==> config.mk <==
export PLATFORM = sky130hd
export DESIGN_NAME = seven_seg_scan
export DESIGN_NICKNAME = d
export VERILOG_FILES = /design/src/rtl/seven_seg_pkg.sv /design/src/rtl/seg_tick_gen.sv /design/src/rtl/seven_seg_scan.sv
export SDC_FILE = /design/constraint.sdc
export NUM_CORES = 1
export LEC_CHECK = 0
export BUFFER_PORTS_ARGS = -buffer_cell sky130_fd_sc_hd__buf_2
export CORE_MARGIN = 2
export CORE_UTILIZATION = 45
export DETAILED_ROUTE_END_ITERATION = 10
export PLACE_DENSITY = 0.72
export SYNTH_ARGS = -nofsm -noshare
export SYNTH_HDL_FRONTEND = slang
export SYNTH_SLANG_ARGS = --single-unit
==> constraint.sdc <==
create_clock -name clk_i -period 1.95 [get_ports clk_i]
set_input_delay 0.2925 -clock clk_i [delete_from_list [all_inputs] [get_ports clk_i]]
set_output_delay 0.2925 -clock clk_i [all_outputs]
set_load 0.01 [all_outputs]
==> src/rtl/seven_seg_pkg.sv <==
// Shared types and constants for the 4-digit 7-segment scanner.
package seven_seg_pkg;

  typedef enum logic [1:0] {
    LOAD  = 2'd0,
    SHOW  = 2'd1,
    BLANK = 2'd2
  } scan_state_t;

  localparam int               NUM_DIGITS = 4;
  localparam logic [7:0]       SEG_OFF    = 8'hFF;
  localparam logic [3:0]       AN_OFF     = 4'hF;

  // Active-high segment pattern of digit idx (digit 0 = bits [7:0])
  function automatic logic [7:0] digit_pat(input logic [31:0] disp, input logic [1:0] idx);
    return disp[{idx, 3'b000} +: 8];
  endfunction

  // Active-low one-cold anode select for digit idx
  function automatic logic [NUM_DIGITS-1:0] an_sel(input logic [1:0] idx);
    return ~(NUM_DIGITS'(1) << idx);
  endfunction

endpackage

==> src/rtl/seg_tick_gen.sv <==
// Modulo counter with synchronous clear and a terminal-count pulse.
// The terminal value is an input so one counter can time both the lit
// phase and the blanking phase.
module seg_tick_gen #(
  parameter int CNT_W = 16
) (
  input  logic             clk_i,
  input  logic             rst_i,
  input  logic             clr_i,
  input  logic             en_i,
  input  logic [CNT_W-1:0] last_i,
  output logic             tc_o
);

  logic [CNT_W-1:0] cnt_q, cnt_d;

  assign tc_o = en_i && (cnt_q == last_i);

  // Next count: clear wins, wrap to zero on terminal count
  always_comb begin
    cnt_d = cnt_q;
    if (clr_i)      cnt_d = '0;
    else if (tc_o)  cnt_d = '0;
    else if (en_i)  cnt_d = cnt_q + 1'b1;
  end

  // Count register
  always_ff @(posedge clk_i) begin
    if (rst_i) cnt_q <= '0;
    else       cnt_q <= cnt_d;
  end

endmodule

==> src/rtl/seven_seg_scan.sv <==
// Time-multiplexed driver for a 4-digit common-anode 7-segment display.
// Each digit's pattern is captured at its load edge, so disp_i updates
// never tear a digit while it is lit.
// Optional: define SEG_DEADTIME_EN to insert DEAD_CYCLES all-off cycles
// between digits (anti-ghosting). Without it the handover is one edge.
module seven_seg_scan
  import seven_seg_pkg::*;
#(
  parameter int TICK_DIV    = 50000,
  parameter int DEAD_CYCLES = 16
) (
  input  logic        clk_i,
  input  logic        rst_i,
  input  logic [31:0] disp_i,
  output logic [3:0]  an_o,
  output logic [7:0]  seg_o
);

  localparam int CNT_MAX = (TICK_DIV > DEAD_CYCLES) ? TICK_DIV : DEAD_CYCLES;
  localparam int CNT_W   = $clog2(CNT_MAX);
  localparam logic [CNT_W-1:0] TICK_LAST = CNT_W'(TICK_DIV - 1);
`ifdef SEG_DEADTIME_EN
  localparam logic [CNT_W-1:0] DEAD_LAST = CNT_W'(DEAD_CYCLES - 1);
`endif

  scan_state_t      state_q, state_d;
  logic [1:0]       idx_q, idx_d;
  logic [3:0]       an_q, an_d;
  logic [7:0]       seg_q, seg_d;
  logic             tick;
  logic [CNT_W-1:0] last;

  // Terminal value depends on which phase is being timed
`ifdef SEG_DEADTIME_EN
  assign last = (state_q == BLANK) ? DEAD_LAST : TICK_LAST;
`else
  assign last = TICK_LAST;
`endif

  seg_tick_gen #(.CNT_W(CNT_W)) u_tick (
    .clk_i  (clk_i),
    .rst_i  (rst_i),
    .clr_i  (state_q == LOAD),
    .en_i   (state_q != LOAD),
    .last_i (last),
    .tc_o   (tick)
  );

  // Scan FSM next-state, digit index and output pattern
  always_comb begin
    state_d = state_q;
    idx_d   = idx_q;
    an_d    = an_q;
    seg_d   = seg_q;
    case (state_q)
      LOAD: begin
        seg_d   = ~digit_pat(disp_i, idx_q);
        an_d    = an_sel(idx_q);
        state_d = SHOW;
      end
      SHOW: begin
        if (tick) begin
          idx_d = idx_q + 2'd1;
`ifdef SEG_DEADTIME_EN
          an_d    = AN_OFF;
          seg_d   = SEG_OFF;
          state_d = BLANK;
`else
          seg_d = ~digit_pat(disp_i, idx_q + 2'd1);
          an_d  = an_sel(idx_q + 2'd1);
`endif
        end
      end
`ifdef SEG_DEADTIME_EN
      BLANK: begin
        if (tick) begin
          seg_d   = ~digit_pat(disp_i, idx_q);
          an_d    = an_sel(idx_q);
          state_d = SHOW;
        end
      end
`endif
      default: state_d = LOAD;
    endcase
  end

  // State, index and registered pin drivers
  always_ff @(posedge clk_i) begin
    if (rst_i) begin
      state_q <= LOAD;
      idx_q   <= 2'd0;
      an_q    <= AN_OFF;
      seg_q   <= SEG_OFF;
    end else begin
      state_q <= state_d;
      idx_q   <= idx_d;
      an_q    <= an_d;
      seg_q   <= seg_d;
    end
  end

  assign an_o  = an_q;
  assign seg_o = seg_q;

endmodule

Yosys cells after proc, flatten, opt, wreduce, memory -nomap -nowiden
Index checks and enable logic that the tools add are counted.

Input bits: 34. Bits in registers: 32. Output and inout port bits: 12. Logic and storage cells: 30.

Equal/unequal tests: 3. Add/subtract/negate cells: 2. Mux-type cells: 5. Shift operators: 4. Reductions and logical operators: 7. Bitwise operators: 4.

Operators with widths (number): $shiftx A32 B6 Y8 (2); $add A16 B1 Y16 const B (1); $eq A16 B16 Y1 const B (1); $not A8 Y8 (2); $pmux W8 S2 (1); $mux W8 (1); $not A4 Y4 (2); $pmux W4 S2 (1); $shl A1 B2 Y4 const A (2); $mux W4 (1); $pmux W2 S2 (1); $reduce_and A2 Y1 (2); $reduce_bool A2 Y1 (2); $reduce_or A3 Y1 (1); $add A2 B1 Y2 const B (1); $eq A2 B1 Y1 const B (1); $logic_not A2 Y1 (1); $ne A2 B2 Y1 const B (1); $logic_and A1 B1 Y1 (1).

Longest topological paths before layout
Depth after elaboration: 5. Depth in mapped cells: 8. Depth with buffers taken out: 5.

By module
From an unflattened synthesis, not the netlist that was laid out.

Cell total of the unflattened synthesis: 219. Area total of the unflattened synthesis: 2000.7 µm².

By module, submodules not included: seven_seg_scan (sequential area each 300.3 µm², instances 1, area each 1116.1 µm², cells each 117); seg_tick_gen (sequential area each 320.3 µm², instances 1, area each 884.6 µm², cells each 102).

Least setup slack after synthesis
No wires, ideal clock.

Kind: register to register. From: reg idx_q[0]. To: reg seg_q[0] (netlist: seg_o[0]). Data required time: 1.892 ns. Setup slack: -0.092 ns. Library setup time: 0.058 ns. Data arrival time: 1.985 ns. Buffers on the path: 3. Stages on the path, launching flop included: 9. Cells stage by stage: dfxtp_1 buf_2 buf_4 inv_1 ha_1 buf_2 mux4_1 nor2_1 a211o_1.

Cells in the longest elaborated chain, start to end: 5. Elaborated cells on any way between the ends: 7. Those cells by class: add/sub: 1; shift: 2; mux: 2; bitwise: 2.

RTL lines: start, declared (RTL line seven_seg_scan.sv:27) `logic [1:0] idx_q, idx_d;`; start signal, assigned (RTL line seven_seg_scan.sv:96) `idx_q <= idx_d;`; $add A2 B1 Y2 (RTL line seven_seg_scan.sv:69) `seg_d = ~digit_pat(disp_i, idx_q + 2'd1);`; $shiftx A32 B6 Y8 (RTL line seven_seg_pkg.sv:16) `return disp[{idx, 3'b000} +: 8];`; $not A8 Y8 (RTL line seven_seg_scan.sv:69); $mux W8 (RTL line seven_seg_scan.sv:62) `if (tick) begin`; $pmux W8 S2 * (RTL line seven_seg_scan.sv:55) `case (state_q)`; end signal, assigned (RTL line seven_seg_scan.sv:98) `seg_q <= seg_d;`; end, declared (RTL line seven_seg_scan.sv:29) `logic [7:0] seg_q, seg_d;`.

Mark *: on every way between the ends. The rest lies on a longest branch, timed or not. The select of a mux whose other input is x is not followed. A chain may end at the register's enable or synchronous reset.

Final worst setup path
From: reg idx_q[1]. To: reg seg_q[0] (netlist: seg_o[0]).

Same word-level chain as after synthesis.

==> results by group <==
GRT
  • First-pass GRT wire length: 6720 um
  • Largest net degree at the start of global routing: 27
  • Vias in the first global route: 1477
  • GRT Overall Usage: 19.20%
  • Initial antenna violation count: 0
  • Grt total ovfl: 0

Synthesis
  • Post-synthesis sequential area ratio: 33.04%
  • Ys async rst share: 0%
  • Post-synthesis register bit count: 31
  • Post-synth EDFFs: 0
  • Post-synthesis cell type count: 36
  • Area contributors post-synth: dfxtp_1 33%, mux2_2 9.6%, nor2_1 6.6%
  • Top FF cell, synth: dfxtp_1
  • Yosys top cell area share: 33.04%
  • Synth Cell Area: 1878 sq um
  • Avg Inst Size Synth: 10.10 sq um
  • Syn_nets: 225
  • Yosys top cell by area: dfxtp_1
  • Post-Synthesis Cells: 186
  • Synth warnings: 0

Clocking
  • Post-CTS Setup Inserts: 0
  • Post-cts resize count: 0
  • Clock Path Buffers: 2
  • CTS buffer count: 5
  • CTS clk-pin slew, worst paths: 60 ps
  • CTS Hold Bufs: 0
  • H-tree Lvls: 2
  • Root Driver: clkbuf_8
  • CTS tree: done
  • CTS Sinks: 31
  • Clock latency on the worst-skew pair: 280 ps

Drt
  • Initial DRC count: 65
  • First-pass DRT Iterations: 4
  • DRT antenna net count: 0
  • Final wirelength: 4034 um
  • Via count: 1600
  • DR DRC count: 0
  • Wire per inst: 14.20 um
  • Vias per cell: 5.634

Cells and area
  • Final net count: 273
  • Fin util: 55.52%
  • FILL cells: 393
  • Register Area: 620.6 sq um
  • Area growth, synth to finish: 18.25%
  • Layout cells sized above 1: 38.03%
  • Multi-input gate area: 1150 sq um
  • Antenna diode instance count: 0

Setup path
  • CP arrival: 1980 ps
  • R2r setup slk: 200 ps
  • Critical path cell sequence: inv_1, ha_1, mux4_1, nor2_1, a211o_1
  • Worst setup SP type: flip-flop
  • Critical-path top delay cell: mux4_1
  • Required time worst endpoint: 2170 ps
  • Worst-path maximum fanout: 5
  • Type of destination of the critical path: flip-flop
  • Slowest stage delay, CP: 570 ps
  • Crit path kind: flip-flop to flip-flop

Hold path
  • Hold Crit Class: primary input to flip-flop

Power
  • Sequential power share: 50.5%
  • Switching pwr: 307.8 uW
  • Pwr/cell area: 593.1 nW/um^2
  • Comb power frac: 11.2%
  • Switching share of power: 23.37%
  • Internal power: 1009 uW
  • Clk pwr share: 38.3%
  • VDD IR-drop max: 0.2634 mV
  • Leak Pwr: 0.0008684 uW

Timing
  • Slew Limit Fails: 0
  • Crit share post-route: 89.90%
  • Measured slew at the worst slew-check pin: 667.6 ps
  • Final Hold Viols: 0
  • Unrepaired setup endpoints after global routing: false
  • Slew Limit Headroom: 55.49%
  • Final setup vio count: 0
  • Fmax: 570.4 MHz
  • Setup TNS: 0 ps
  • Post-layout min period: 1753 ps
  • Clk_skew: 7.239 ps

Die
  • Site Rows: 23
  • Core ar.: 4000 sq um
  • Die width: 68.60 um
  • Initial Util: 46.95%
  • Die area: 4706 sq um
  • Die height: 68.60 um
  • I/O pins: 46

Placement
  • Hpwl dp: 2955 um
  • Global placement routability congestion: 0.7981
  • Number of I/O port buffers: 45

Flow run
  • Max Cap Viol: 0

Status
  • Run status: complete, no violations
-- metrics by stage --
step	hold slack (ps)	setup slack (ps)	power [uW]	area [sq um]	std cells
after floorplan	428.5	31.83	760.1	1887	186
after global placement	441.1	244.1	824.4	2133	277
after detailed placement	447.9	166.9	826.8	2133	277
after CTS	271.0	170.5	1336	2221	284
after global routing	293.3	71.13	1376	2221	284
final	276.9	196.9	1317	2221	284
-- logic make-up (layout without fill, tap and decap cells) --
group / Yosys count / count (layout) / synth area share (%)
flops: 31 / 31 / 33.04
compound gates: 23 / 23 / 10.59
buf+inv: 17 / 65 / 5.729
fa+ha+maj: 5 / 5 / 3.331
mux: 25 / 25 / 20.32
xor+xnor: 14 / 14 / 6.529
simple gates: 71 / 71 / 20.45
-- critical path: cells and delay by family (launching register included) --
family          cells  cell delay [ps]
mux                 1              570
flops               1              390
buf+inv             1              100
fa+ha+maj           1              420
compound gates      1              110
simple gates        1              100
-- flip-flops by register name, summed over array words and instances (netlist names) --
name          flops
u_tick.cnt_q     16
an_o              4
idx_q             2
state_q           1
seg_o             8
-- area by class of cell --
class | count | area share [%]
repair buffers | 52 | 12.51
well taps | 50 | 2.817
multi-input cells | 138 | 51.77
inverters | 6 | 1.014
clock inverters | 1 | 0.2254
flip-flops and latches | 31 | 27.94
clock buffers | 6 | 3.718
-- worst paths after layout --
check / startpoint / to / depth (start not counted)
max: idx_q[1] / seg_o[0] / 5
min: rst_i / idx_q[0] / 2
max reg2reg: idx_q[1] / seg_o[0] / 5
min reg2reg: seg_o[1] / seg_o[1] / 1
-- power groups by stage --
stage / Sequential, uW / Combinational, uW / Clock (uW)
finish: 665 / 147 / 505
floorplan: 684 / 75.9 / 0
detailed placement: 679 / 148 / 0
global placement: 679 / 145 / 0
CTS: 665 / 149 / 522
global route: 668 / 162 / 546
-- synth_stat cells (all sizes together), types with 4 or more instances --
cell type / number
buf: 11
nor2: 33
o211ai: 4
inv: 5
dfxtp: 31
mux2: 16
nand2: 8
nand3: 6
ha: 5
o221ai: 8
a211o: 8
mux4: 8
xnor2: 10
nor4: 4
xor2: 4
nand4: 8
-- per-layer routing --
layer  GRT usage [%]  share of wire [%]
met1           25.20                 46
met2           29.45                 47
met3           5.519                5.4
met4           8.000                1.5
met5               0                  0
-- layout by cell type, fill, tap and decap left out, types with 2 or more instances in the layout --
| cell | instances |
|---|---|
| clkbuf_8 | 6 |
| nand4_2 | 2 |
| dfxtp_1 | 31 |
| mux4_2 | 5 |
| nand3_1 | 6 |
| buf_2 | 45 |
| o211ai_1 | 4 |
| nand2_1 | 8 |
| inv_1 | 5 |
| buf_4 | 7 |
| o221ai_1 | 8 |
| mux2_2 | 16 |
| ha_1 | 5 |
| a211o_1 | 6 |
| xor2_1 | 4 |
| nor4_1 | 4 |
| nor2_1 | 33 |
| mux4_1 | 3 |
| nand4_1 | 6 |
| nor3_1 | 2 |
| a211o_2 | 2 |
| xnor2_1 | 10 |
| and4_1 | 2 |
Power figures use the tool's default switching activity.
